--- config.mk ---
export PLATFORM = sky130hd
export DESIGN_NAME = uart_rx_core_flat
export DESIGN_NICKNAME = d
export VERILOG_FILES = /design/src/rtl/uart_rx_core_pkg.sv /design/src/rtl/uart_rx_core_if.sv /design/src/rtl/uart_rx_core_sync.sv /design/src/rtl/uart_rx_core.sv /design/src/flat_wrapper.sv
export SDC_FILE = /design/constraint.sdc
export NUM_CORES = 1
export LEC_CHECK = 0
export CORE_MARGIN = 2
export CORE_UTILIZATION = 23
export CTS_CLUSTER_SIZE = 30
export DETAILED_ROUTE_END_ITERATION = 6
export HOLD_SLACK_MARGIN = 0.06
export PLACE_DENSITY = 0.4
export SYNTH_ARGS = -nofsm -noshare
export SYNTH_HDL_FRONTEND = slang
export SYNTH_SLANG_ARGS = --single-unit
export TNS_END_PERCENT = 100
--- constraint.sdc ---
create_clock -name clk -period 4 [get_ports clk]
set_clock_uncertainty 0.05 [all_clocks]
set_input_delay 0.6 -clock clk [delete_from_list [all_inputs] [get_ports clk]]
set_output_delay 0.6 -clock clk [all_outputs]
set_load 0.02 [all_outputs]
--- src/rtl/uart_rx_core_pkg.sv ---
`default_nettype none
// ============================================================================
// Module : seg_uart_pkg
// Brief  : Shared UART receive state encoding and protocol byte constants.
// Rev    : 1.0
// ============================================================================
package seg_uart_pkg;

  typedef enum logic [2:0] {
    IDLE    = 3'd0,
    START   = 3'd1,
    DATA    = 3'd2,
    STOP    = 3'd3,
    WAIT_HI = 3'd4
  } rx_state_t;

  localparam logic [7:0] BYTE_GO   = 8'h67;
  localparam logic [7:0] BYTE_STOP = 8'h73;

endpackage
`default_nettype wire

--- src/rtl/uart_rx_core_if.sv ---
`default_nettype none
// ============================================================================
// Module : uart_rx_core_if
// Brief  : Serial pin, byte output and status bundle of the UART receiver.
// Rev    : 1.0
// ============================================================================
interface uart_rx_core_if;
  logic       RX;
  logic       clr_rdy;
  logic       rdy;
  logic [7:0] rx_data;
  logic       frm_err;
  logic       ovr_err;

  modport master (output RX, clr_rdy, input rdy, rx_data, frm_err, ovr_err);
  modport slave  (input RX, clr_rdy, output rdy, rx_data, frm_err, ovr_err);
endinterface
`default_nettype wire

--- src/rtl/uart_rx_core_sync.sv ---
`default_nettype none
// ============================================================================
// Module : rx_sync
// Brief  : 2-flop synchroniser (preset high) plus falling-edge detect flop.
// Rev    : 1.0
// ============================================================================
module rx_sync (
  input  logic clk,
  input  logic rst_n,
  input  logic i_async,
  output logic o_sync,
  output logic o_fall
);

  // [0] first sync stage, [1] synchronised level, [2] previous level
  logic [2:0] r_sh;

  always_ff @(posedge clk or negedge rst_n) begin
    if (!rst_n) r_sh <= 3'b111;
    else        r_sh <= {r_sh[1:0], i_async};
  end

  assign o_sync = r_sh[1];
  assign o_fall = r_sh[2] & ~r_sh[1];

endmodule
`default_nettype wire

--- src/rtl/uart_rx_core.sv ---
`default_nettype none
// ============================================================================
// Module : uart_rx_core
// Brief  : 8N1 UART receiver with mid-bit sampling, sticky rdy, frame/overrun flags.
// Rev    : 1.0
// ============================================================================
module uart_rx_core
  import seg_uart_pkg::*;
#(
  parameter int BAUD_DIV = 2604
) (
  input  logic           clk,
  input  logic           rst_n,
  uart_rx_core_if.slave  bus
);

  localparam int             CW     = $clog2(BAUD_DIV + 1);
  localparam logic [CW-1:0]  c_HALF = CW'(BAUD_DIV / 2 - 1);
  localparam logic [CW-1:0]  c_FULL = CW'(BAUD_DIV - 1);

  rx_state_t     r_state, w_state_nxt;
  logic [CW-1:0] r_baud;
  logic [2:0]    r_bit;
  logic [7:0]    r_shreg;
  logic [7:0]    r_data;
  logic          r_rdy, r_frm, r_ovr;
  logic          w_sync, w_fall, w_tick, w_stop_ok, w_stop_bad;

  rx_sync u_sync (
    .clk     (clk),
    .rst_n   (rst_n),
    .i_async (bus.RX),
    .o_sync  (w_sync),
    .o_fall  (w_fall)
  );

  // Counter restarts at 0 on state entry, so START targets half a bit minus one.
  assign w_tick     = (r_state == START) ? (r_baud == c_HALF) : (r_baud == c_FULL);
  assign w_stop_ok  = (r_state == STOP) && w_tick &&  w_sync;
  assign w_stop_bad = (r_state == STOP) && w_tick && !w_sync;

  always_comb begin
    w_state_nxt = r_state;
    case (r_state)
      IDLE:    if (w_fall) w_state_nxt = START;
      START:   if (w_tick) w_state_nxt = w_sync ? IDLE : DATA;
      DATA:    if (w_tick && (r_bit == 3'd7)) w_state_nxt = STOP;
      STOP:    if (w_tick) w_state_nxt = w_sync ? IDLE : WAIT_HI;
      WAIT_HI: if (w_sync) w_state_nxt = IDLE;
      default: w_state_nxt = IDLE;
    endcase
  end

  always_ff @(posedge clk or negedge rst_n) begin
    if (!rst_n) begin
      r_state <= IDLE;
      r_baud  <= '0;
      r_bit   <= 3'd0;
      r_shreg <= 8'h00;
    end else begin
      r_state <= w_state_nxt;
      if ((r_state == IDLE) || (r_state == WAIT_HI) || (w_state_nxt != r_state) || w_tick)
        r_baud <= '0;
      else
        r_baud <= r_baud + 1'b1;
      if (r_state != DATA) r_bit <= 3'd0;
      else if (w_tick)     r_bit <= r_bit + 3'd1;
      if ((r_state == DATA) && w_tick) r_shreg <= {w_sync, r_shreg[7:1]};
    end
  end

  // A completing byte takes priority over a same-cycle acknowledge.
  always_ff @(posedge clk or negedge rst_n) begin
    if (!rst_n) begin
      r_data <= 8'h00;
      r_rdy  <= 1'b0;
      r_frm  <= 1'b0;
      r_ovr  <= 1'b0;
    end else begin
      r_frm <= w_stop_bad;
      r_ovr <= w_stop_ok && r_rdy && !bus.clr_rdy;
      if (w_stop_ok)        r_data <= r_shreg;
      if (w_stop_ok)        r_rdy  <= 1'b1;
      else if (bus.clr_rdy) r_rdy  <= 1'b0;
    end
  end

  assign bus.rdy     = r_rdy;
  assign bus.rx_data = r_data;
  assign bus.frm_err = r_frm;
  assign bus.ovr_err = r_ovr;

endmodule
`default_nettype wire

--- src/flat_wrapper.sv ---
// flat-port wrapper written by rule: the top's interface ports become plain ports
module uart_rx_core_flat import seg_uart_pkg::*;
#(
  parameter int BAUD_DIV = 2604
)
  (clk, rst_n, bus_RX, bus_clr_rdy, bus_rdy, bus_rx_data, bus_frm_err, bus_ovr_err);
  uart_rx_core_if bus_i ();
  input  logic clk;
  input  logic rst_n;
  input wire logic [$bits(bus_i.RX)-1:0] bus_RX;
  input wire logic [$bits(bus_i.clr_rdy)-1:0] bus_clr_rdy;
  output wire logic [$bits(bus_i.rdy)-1:0] bus_rdy;
  output wire logic [$bits(bus_i.rx_data)-1:0] bus_rx_data;
  output wire logic [$bits(bus_i.frm_err)-1:0] bus_frm_err;
  output wire logic [$bits(bus_i.ovr_err)-1:0] bus_ovr_err;
  assign bus_i.RX = bus_RX;
  assign bus_i.clr_rdy = bus_clr_rdy;
  assign bus_rdy = bus_i.rdy;
  assign bus_rx_data = bus_i.rx_data;
  assign bus_frm_err = bus_i.frm_err;
  assign bus_ovr_err = bus_i.ovr_err;
  uart_rx_core #(.BAUD_DIV(BAUD_DIV)) u_core (.clk(clk), .rst_n(rst_n), .bus(bus_i));
endmodule
==> qor.yml, run 1 <==
cells_and_area:
  diodes: 0
  final_nets: 166
  final_area_um2: 2150
  area_delta_synth_final_pct: 18.3
  final-instance-count-excl-fill: 262
  drive_gt1_share_pct: 20.6
synthesis:
  synth.avg_cell_area_um2: 12.6
  ys_seq_elements: 40
  syn_area_um2: 1810
  synth.top_cell.area_share_pct: 51.0
  synthTopCellsByArea: "dfrtp_1 51%, mux2_2 11%, dfstp_2 4.3%"
  yosysMostFrequentCell: "dfrtp_1"
  synth_common_cells: "37 x dfrtp_1, 17 x mux2_2, 15 x nor3_1"
  synth_top_area_cell: "dfrtp_1"
  async_reset_ff_share_pct: 100
  ys.flop_type: "dfrtp_1"
  synth_nets: 151
  yosysUniqueCellTypes: 39
  seq_area_frac_synth_pct: 55.4
  syn_inst: 144
  synth_edf_count: 0
  yosysWarnings: 0
power_and_ir_drop:
  p_per_area_nw_per_um2: 422
  p_leak_nw: 0.920
  vdd_drop_max_v: 0.000142
  finalPower_mw: 0.906
die:
  die_h_um: 92.8
  std_cell_rows: 32
  start_util_pct: 23.6
  die_x_um: 92.8
  ios: 15
  core_um2: 7690
  die_area_um2: 8610
place:
  io_buffers: 14
  dp_hpwl_mm: 2.42
  placed_cells: 254
  placed_cell_area_um2: 2030
  finalWeightedCongestion: 0.738
timing:
  period_minus_slack_ns: 2.27
  finalHoldViolCount: 0
  fin_setup_tns_ns: 0
  setup_viol: 0
  clock.fmax_mhz: 440
  slew_violations: 0
  worstMarginPinSlew_ns: 0.973
  slew-limit-headroom_pct: 35.0
  rsz0062_at_grt: "false"
  timing.final.crit_share_pct: 56.8
detailed_routing:
  dr.pass1.iters: 4
  viasPerCell: 4.31
  wl_met1_mm: 1.63
  top_layer_used: "met4"
  ant_nets: 0
  wl_per_cell_um: 13.3
  route.met3.wl_um: 131
  drt_wl_total_mm: 3.50
  wl_met2_mm: 1.71
  vias: 1130
  drtIter0Drc: 24
  drc_errors: 0
flow_run:
  cap_viol_max_count: 0
worst_setup_path:
  critical_path.endpoint_type: "register"
  critPathRequiredTime_ns: 4.08
  rr_worst_depth: 4
  arrival_ns: 2.35
  path_max_fanout: 18
  start_kind: "register"
  ff2ff_setup_slack_ns: 1.73
  path_class: "reg -> reg"
clocking:
  postCtsSetupBuffers: 0
  cts_sinks: 40
  ctsHoldBuffers: 0
  htreeDepth: 2
  cts_tree: "yes"
  clock_latency_ns: 0.29
  numCtsBuffers: 5
  cts_buffer_depth: 2
  cts_root_buf: "clkbuf_8"
  clkTransAtPathRegs_ns: 0.08
  cts_resized: 0
min_path:
  min_path_cells: 0
  hp-class: "reg -> reg"
global_route:
  antenna_found_initial: 0
  grt_max_degree: 41
  grt_pass1_wl_mm: 6.31
  grt_pass1_vias: 1294
  grt_usage_pct: 9.13
  grt-ovfl-total: 0
status:
  outcome: "finished, final reports clean"
## cells in the final DEF (no fill, tap or decap), types with 3 or more instances in the layout
master and count:
dfrtp_1 37, mux2_2 17, nor3_1 15, clkdlybuf4s50_1 13, xnor2_1 9, nand2_1 8
nor2_1 6, inv_1 5, clkbuf_8 5, nand3_1 4, mux2i_1 3, ha_1 3
dfstp_2 3
## worst max-delay path, stage by stage, from the launching register on
cell	delay, ns
dfrtp_1	0.49
nor3b_4	0.32
nor4b_4	0.37
o21a_1	0.65
o311ai_0	0.24
## routing by layer
layer	up-vias	track usage (%)
met5	-	0
met4	0	2.21
met3	4	2.52
met2	16	15.1
met1	569	11.8
li1	541	-
## logic make-up after synthesis
group                      share of synthesized area (%)
DFF                                                 55.4
AOI/OAI and AO/OA                                   4.28
muxes                                               12.2
xor gates and xnor gates                            4.83
adders and majority gates                           2.07
buffers and inverters                               3.59
and+or+nand+nor                                     17.7
## report_power, final
group / switching (mW) / total (mW) / internal [mW]
logic: 0.0519 / 0.0950 / 0.0430
clock network: 0.152 / 0.340 / 0.188
registers: 0.0391 / 0.472 / 0.433
total: 0.243 / 0.906 / 0.664
## flip-flops by register name, summed over array words and instances, names as in the netlist
signal	cells
u_core.bus.frm_err	1
u_core.r_baud	12
u_core.bus.ovr_err	1
u_core.r_state	3
u_core.bus.rx_data	8
u_core.r_bit	3
u_core.r_shreg	8
u_core.bus.rdy	1
u_core.u_sync.r_sh	3
## worst paths after layout
check                                      start                    end
max                            u_core.r_state[0]      u_core.r_state[0]
min                        u_core.u_sync.r_sh[0]  u_core.u_sync.r_sh[1]
max reg2reg                    u_core.r_state[0]      u_core.r_state[0]
min reg2reg                u_core.u_sync.r_sh[0]  u_core.u_sync.r_sh[1]
max in group asynchronous                  rst_n      u_core.r_shreg[6]
min in group asynchronous                  rst_n        u_core.r_bit[2]
## cell type report
| type | instances | area (µm²) |
|---|---|---|
| fillers | 814 | 5540 |
| flip-flops and latches | 40 | 1000 |
| multi-input cells | 93 | 744 |
| repair buffers | 14 | 135 |
| well taps | 102 | 128 |
| clock buffers | 5 | 68.8 |
| clock inverters | 3 | 47.5 |
| inverters | 5 | 18.8 |
## stage by stage
step                worst slack, ns  util [%]  hold slack (ns)
finish                         1.73      27.9            0.311
global route                   1.64      27.9            0.316
CTS                            1.76      27.9            0.314
detailed placement             1.79      26.4            0.301
global placement               1.89      26.4            0.298
floorplan                      2.17         -            0.254
Note: power is estimated with default switching activity, not from simulation.
==> run 2, diff against run 1 <==
Clock period 4 ns to 2.16 ns, I/O delays scaled along.
==> run 2 against run 1 <==
Final area increased by 1.9%. Highest routed layer unchanged. Sequential power is 84% higher. Non-clock buffer count increased by 8. Final cell count up 3.1%. Sequential cell count unchanged. Register-to-register slack lost 1.5 ns. Hold slack lost 0.0013 ns. First-iteration DRC count rose by 79%. Clock power increased by 49%. Via count up 2.1%.
==> qor.yml, run 2 (synthesis gave the netlist of run 1 again) <==
detailed_routing:
  drt_wl_total_mm: 3.54
  drc_errors: 0
  drtIter0Drc: 43
  ant_nets: 0
  vias: 1154
  dr.pass1.iters: 4
  viasPerCell: 4.27
  wl_per_cell_um: 13.1
worst_setup_path:
  timing.rr.end: "u_core.r_shreg[6]"
  arrival_ns: 2.06
  path_max_fanout: 8
  path_class: "reg -> reg"
  rr_worst_depth: 4
  start_kind: "register"
  ff2ff_setup_slack_ns: 0.24
  critPathRequiredTime_ns: 2.30
  r2r-start: "u_core.r_baud[5]"
  critical_path.endpoint_type: "register"
power_and_ir_drop:
  p_leak_nw: 0.942
  swShare_pct: 28.5
  p_clk_share_pct: 32.1
  p_per_area_nw_per_um2: 724
  p_int_mw: 1.13
  vdd_drop_max_v: 0.000328
  switchingPower_mw: 0.451
  seq_power_share_pct: 54.8
  power_frac_comb_pct: 13.1
min_path:
  min_path_cells: 0
  hp-class: "reg -> reg"
  hp-start: "u_core.u_sync.r_sh[0]"
  whs_endpoint: "u_core.u_sync.r_sh[1]"
cells_and_area:
  area_delta_synth_final_pct: 20.6
  seqCellArea_um2: 1000
  largest_reg_flops: 12
  final-instance-count-excl-fill: 270
  regMostFlops: "u_core.r_baud"
  final_nets: 174
  final_core_util_pct: 28.5
  drive_gt1_share_pct: 24.4
  diodes: 0
  final_area_um2: 2190
  final.fill_count: 799
  multi_input_area_um2: 746
  final_common_cell: "dfrtp_1"
  layout_common_cells: "37 x dfrtp_1, 17 x mux2_2, 15 x nor3_1"
die:
  die_h_um: 92.8
  core_um2: 7690
  ios: 15
  std_cell_rows: 32
  die_x_um: 92.8
  start_util_pct: 23.6
  die_area_um2: 8610
clocking:
  clkTransAtPathRegs_ns: 0.09
  cts_sinks: 40
  clock_latency_ns: 0.30
  htreeDepth: 2
  postCtsSetupBuffers: 0
  cts_tree: "yes"
  cts_buffer_depth: 2
  numCtsBuffers: 5
  cts_root_buf: "clkbuf_8"
place:
  dp_hpwl_mm: 2.56
  placed_cell_area_um2: 2080
  finalWeightedCongestion: 0.795
  io_buffers: 14
  placed_cells: 261
timing:
  timing.final.crit_share_pct: 88.9
  rsz0062_at_grt: "false"
  setup_viol: 0
  clock.fmax_mhz: 521
  finalHoldViolCount: 0
  period_minus_slack_ns: 1.92
  slew-limit-headroom_pct: 65.6
  worstMarginPinSlew_ns: 0.514
  slew_violations: 0
  fin_setup_tns_ns: 0
global_route:
  grt-ovfl-total: 0
  grt_usage_pct: 9.27
  antenna_found_initial: 0
  grt_pass1_wl_mm: 6.34
  grt_pass1_vias: 1313
  grt_max_degree: 20
flow_run:
  cap_viol_max_count: 0
status:
  outcome: "finished, final reports clean"
run 2: worst max-delay path, stage by stage, from the launching register on:
cell and delay (ns):
dfrtp_1 0.44, nand4_1 0.17, nor4b_4 0.35, and4_2 0.44
mux2_2 0.37
run 2: layer usage:
layer | up-vias | GRT usage [%] | part of all wire (%)
met5 | - | 0 | 0
met2 | 19 | 15.5 | 49
li1 | 554 | - | -
met1 | 575 | 12.0 | 46
met4 | 0 | 2.21 | 0.93
met3 | 6 | 2.44 | 3.5
run 2: timing repair:
action,CTS,global route
resized for setup,0,1
hold buffers,1,0
setup endpoints to repair,0,3
endpoints found under the hold margin,14,0
run 2: layout make-up:
type                            count  area share, %
Sequential cell                    40           45.9
Multi-Input combinational cell     93           34.1
Timing Repair Buffer               22           9.04
Tap cell                          102           5.84
Clock buffer                        5           3.15
Clock inverter                      3           1.09
Inverter                            5          0.858
run 2: metrics by stage:
| step | total power, mW | worst slack, ns | hold slack (ns) |
|---|---|---|---|
| after floorplan | 1.01 | 0.329 | -0.0216 |
| after global placement | 1.08 | 0.183 | 0.254 |
| after detailed placement | 1.09 | 0.134 | 0.259 |
| after CTS | 1.61 | 0.119 | 0.310 |
| after global routing | 1.68 | 0.0950 | 0.313 |
| final | 1.58 | 0.239 | 0.309 |
run 2: worst max path at each step:
stage                      start                 to  cells after the start
2_1_floorplan  u_core.r_state[0]  u_core.r_shreg[0]                      6
3_3_place_gp    u_core.r_baud[5]  u_core.r_shreg[4]                      4
3_5_place_dp    u_core.r_baud[5]  u_core.r_shreg[6]                      4
4_1_cts         u_core.r_baud[5]  u_core.r_shreg[6]                      4
5_1_grt         u_core.r_baud[5]  u_core.r_shreg[6]                      4
6_report        u_core.r_baud[5]  u_core.r_shreg[6]                      4
run 2: power groups by stage:
stage          sequential, mW  clock (mW)  combinational [mW]
2_1_floorplan           0.863           0               0.150
3_3_place_gp            0.878           0               0.202
3_5_place_dp            0.880           0               0.211
4_1_cts                 0.865       0.530               0.214
5_1_grt                 0.882       0.564               0.233
6_report                0.868       0.508               0.207
==> run 3, diff against run 2 <==
Settings changed: CORE_ASPECT_RATIO from default to 1.75.
==> run 3 against run 2 <==
Clock power rose by 38%. Fmax is 2.8% lower. Final area is 1.5% higher. Sequential cell count is the same. Worst setup slack got worse by 0.055 ns. Register-to-register slack got worse by 0.06 ns. Highest routed layer unchanged. Sequential power is essentially flat. Sequential share of layout area decreased by 0.70 points. Critical endpoint is now u_core.r_shreg[1].
==> qor.yml, run 3 (synthesis gave the netlist of run 1 again) <==
status:
  outcome: "finished, final reports clean"
timing:
  worstMarginPinSlew_ns: 0.594
  rsz0062_at_grt: "false"
  whs_ns: 0.310
  setup_viol: 0
  fin_setup_tns_ns: 0
  finalHoldViolCount: 0
  finalWorstSetupSlack_ns: 0.184
  clock.fmax_mhz: 506
  slew_violations: 0
  timing.final.crit_share_pct: 91.5
  period_minus_slack_ns: 1.98
  slew-limit-headroom_pct: 60.4
cells_and_area:
  final_nets: 175
  drive_gt1_share_pct: 23.1
  layout_common_cells: "37 x dfrtp_1, 17 x mux2_2, 15 x nor3_1"
  final.fill_count: 774
  largest_reg_flops: 12
  area_delta_synth_final_pct: 22.4
  diodes: 0
  final_common_cell: "dfrtp_1"
  multi_input_area_um2: 744
  final_area_um2: 2220
  regMostFlops: "u_core.r_baud"
  final-instance-count-excl-fill: 257
  seqCellArea_um2: 1000
clocking:
  cts_root_buf: "clkbuf_16"
  cts_buffer_depth: 2
  cts_sinks: 40
  clkTransAtPathRegs_ns: 0.05
  htreeDepth: 2
  numCtsBuffers: 5
  cts_tree: "yes"
  clock_latency_ns: 0.28
place:
  io_buffers: 14
  placed_cell_area_um2: 2070
  dp_slack_ns: 0.167
  placed_cells: 248
  dp_hpwl_mm: 2.65
  finalWeightedCongestion: 0.768
worst_setup_path:
  arrival_ns: 2.09
  critical_path.endpoint_type: "register"
  critPathRequiredTime_ns: 2.27
  start_kind: "register"
  path_max_fanout: 8
  path_class: "reg -> reg"
detailed_routing:
  drt_wl_total_mm: 3.64
  drtIter0Drc: 35
  drc_errors: 0
  dr.pass1.iters: 6
  vias: 1182
  ant_nets: 0
  wl_per_cell_um: 14.2
  viasPerCell: 4.60
power_and_ir_drop:
  switchingPower_mw: 0.452
  p_per_area_nw_per_um2: 808
  vdd_drop_max_v: 0.000330
  p_clk_share_pct: 39.0
  power_frac_comb_pct: 12.8
  p_int_mw: 1.34
  p_leak_nw: 0.974
  swShare_pct: 25.2
  seq_power_share_pct: 48.3
global_route:
  grt-ovfl-total: 0
  grt_max_degree: 26
  grt_pass1_wl_mm: 6.42
  grt_pass1_vias: 1266
  grt_usage_pct: 9.49
  antenna_found_initial: 0
die:
  core_um2: 7620
  start_util_pct: 23.8
  die_area_um2: 8640
  die_h_um: 121
  ios: 15
  std_cell_rows: 42
  die_x_um: 71.1
flow_run:
  cap_viol_max_count: 0
min_path:
  hp-class: "reg -> reg"
run 3: routing by layer:
layer	global-route usage [%]	up-vias	wire length, µm
met5	0	-	0
met4	4.01	0	76
met3	1.91	8	131
met2	17.1	24	1960
met1	10.6	588	1480
li1	-	562	-
run 3: final timing paths:
check	cells past startpoint	from	slack (ns)	to
min reg2reg	0	u_core.u_sync.r_sh[0]	0.31	u_core.u_sync.r_sh[1]
max in group asynchronous	3	rst_n	0.88	u_core.u_sync.r_sh[2]
min	0	u_core.u_sync.r_sh[0]	0.31	u_core.u_sync.r_sh[1]
min in group asynchronous	2	rst_n	0.55	u_core.r_baud[9]
max reg2reg	4	u_core.r_state[2]	0.18	u_core.r_shreg[1]
max	4	u_core.r_state[2]	0.18	u_core.r_shreg[1]
run 3: metrics by stage:
| stage | util (%) | power, mW |
|---|---|---|
| 2_1_floorplan | - | 1.01 |
| 3_3_place_gp | 27.2 | 1.11 |
| 3_5_place_dp | 27.2 | 1.11 |
| 4_1_cts | 29.1 | 1.82 |
| 5_1_grt | 29.1 | 1.90 |
| 6_report | 29.1 | 1.80 |
run 3: power by group through the flow:
stage / clock [mW] / sequential (mW) / combinational (mW)
floorplan: 0 / 0.863 / 0.150
global placement: 0 / 0.879 / 0.228
detailed placement: 0 / 0.881 / 0.231
CTS: 0.720 / 0.867 / 0.234
global route: 0.759 / 0.875 / 0.262
finish: 0.700 / 0.866 / 0.229
run 3: cell type report:
type                       instances  area share [%]
sequential                        40            45.2
timing repair buffer              23            9.24
tap                               88            4.96
inverter                           5           0.845
clock inverter                     1           0.225
clock buffer                       7            5.97
multi-input combinational         93            33.5
run 3: critical path, cell delays in order (launching register included):
cell,delay [ns]
dfrtp_1,0.49
nor3b_4,0.09
nor4b_4,0.38
and4_1,0.47
mux2_2,0.38
run 3: repair_timing:
item	CTS	global route
hold buffers	1	0
setup buffers	0	0
endpoints found under the hold margin	23	0
resized for setup	0	0
setup endpoints to repair	0	0
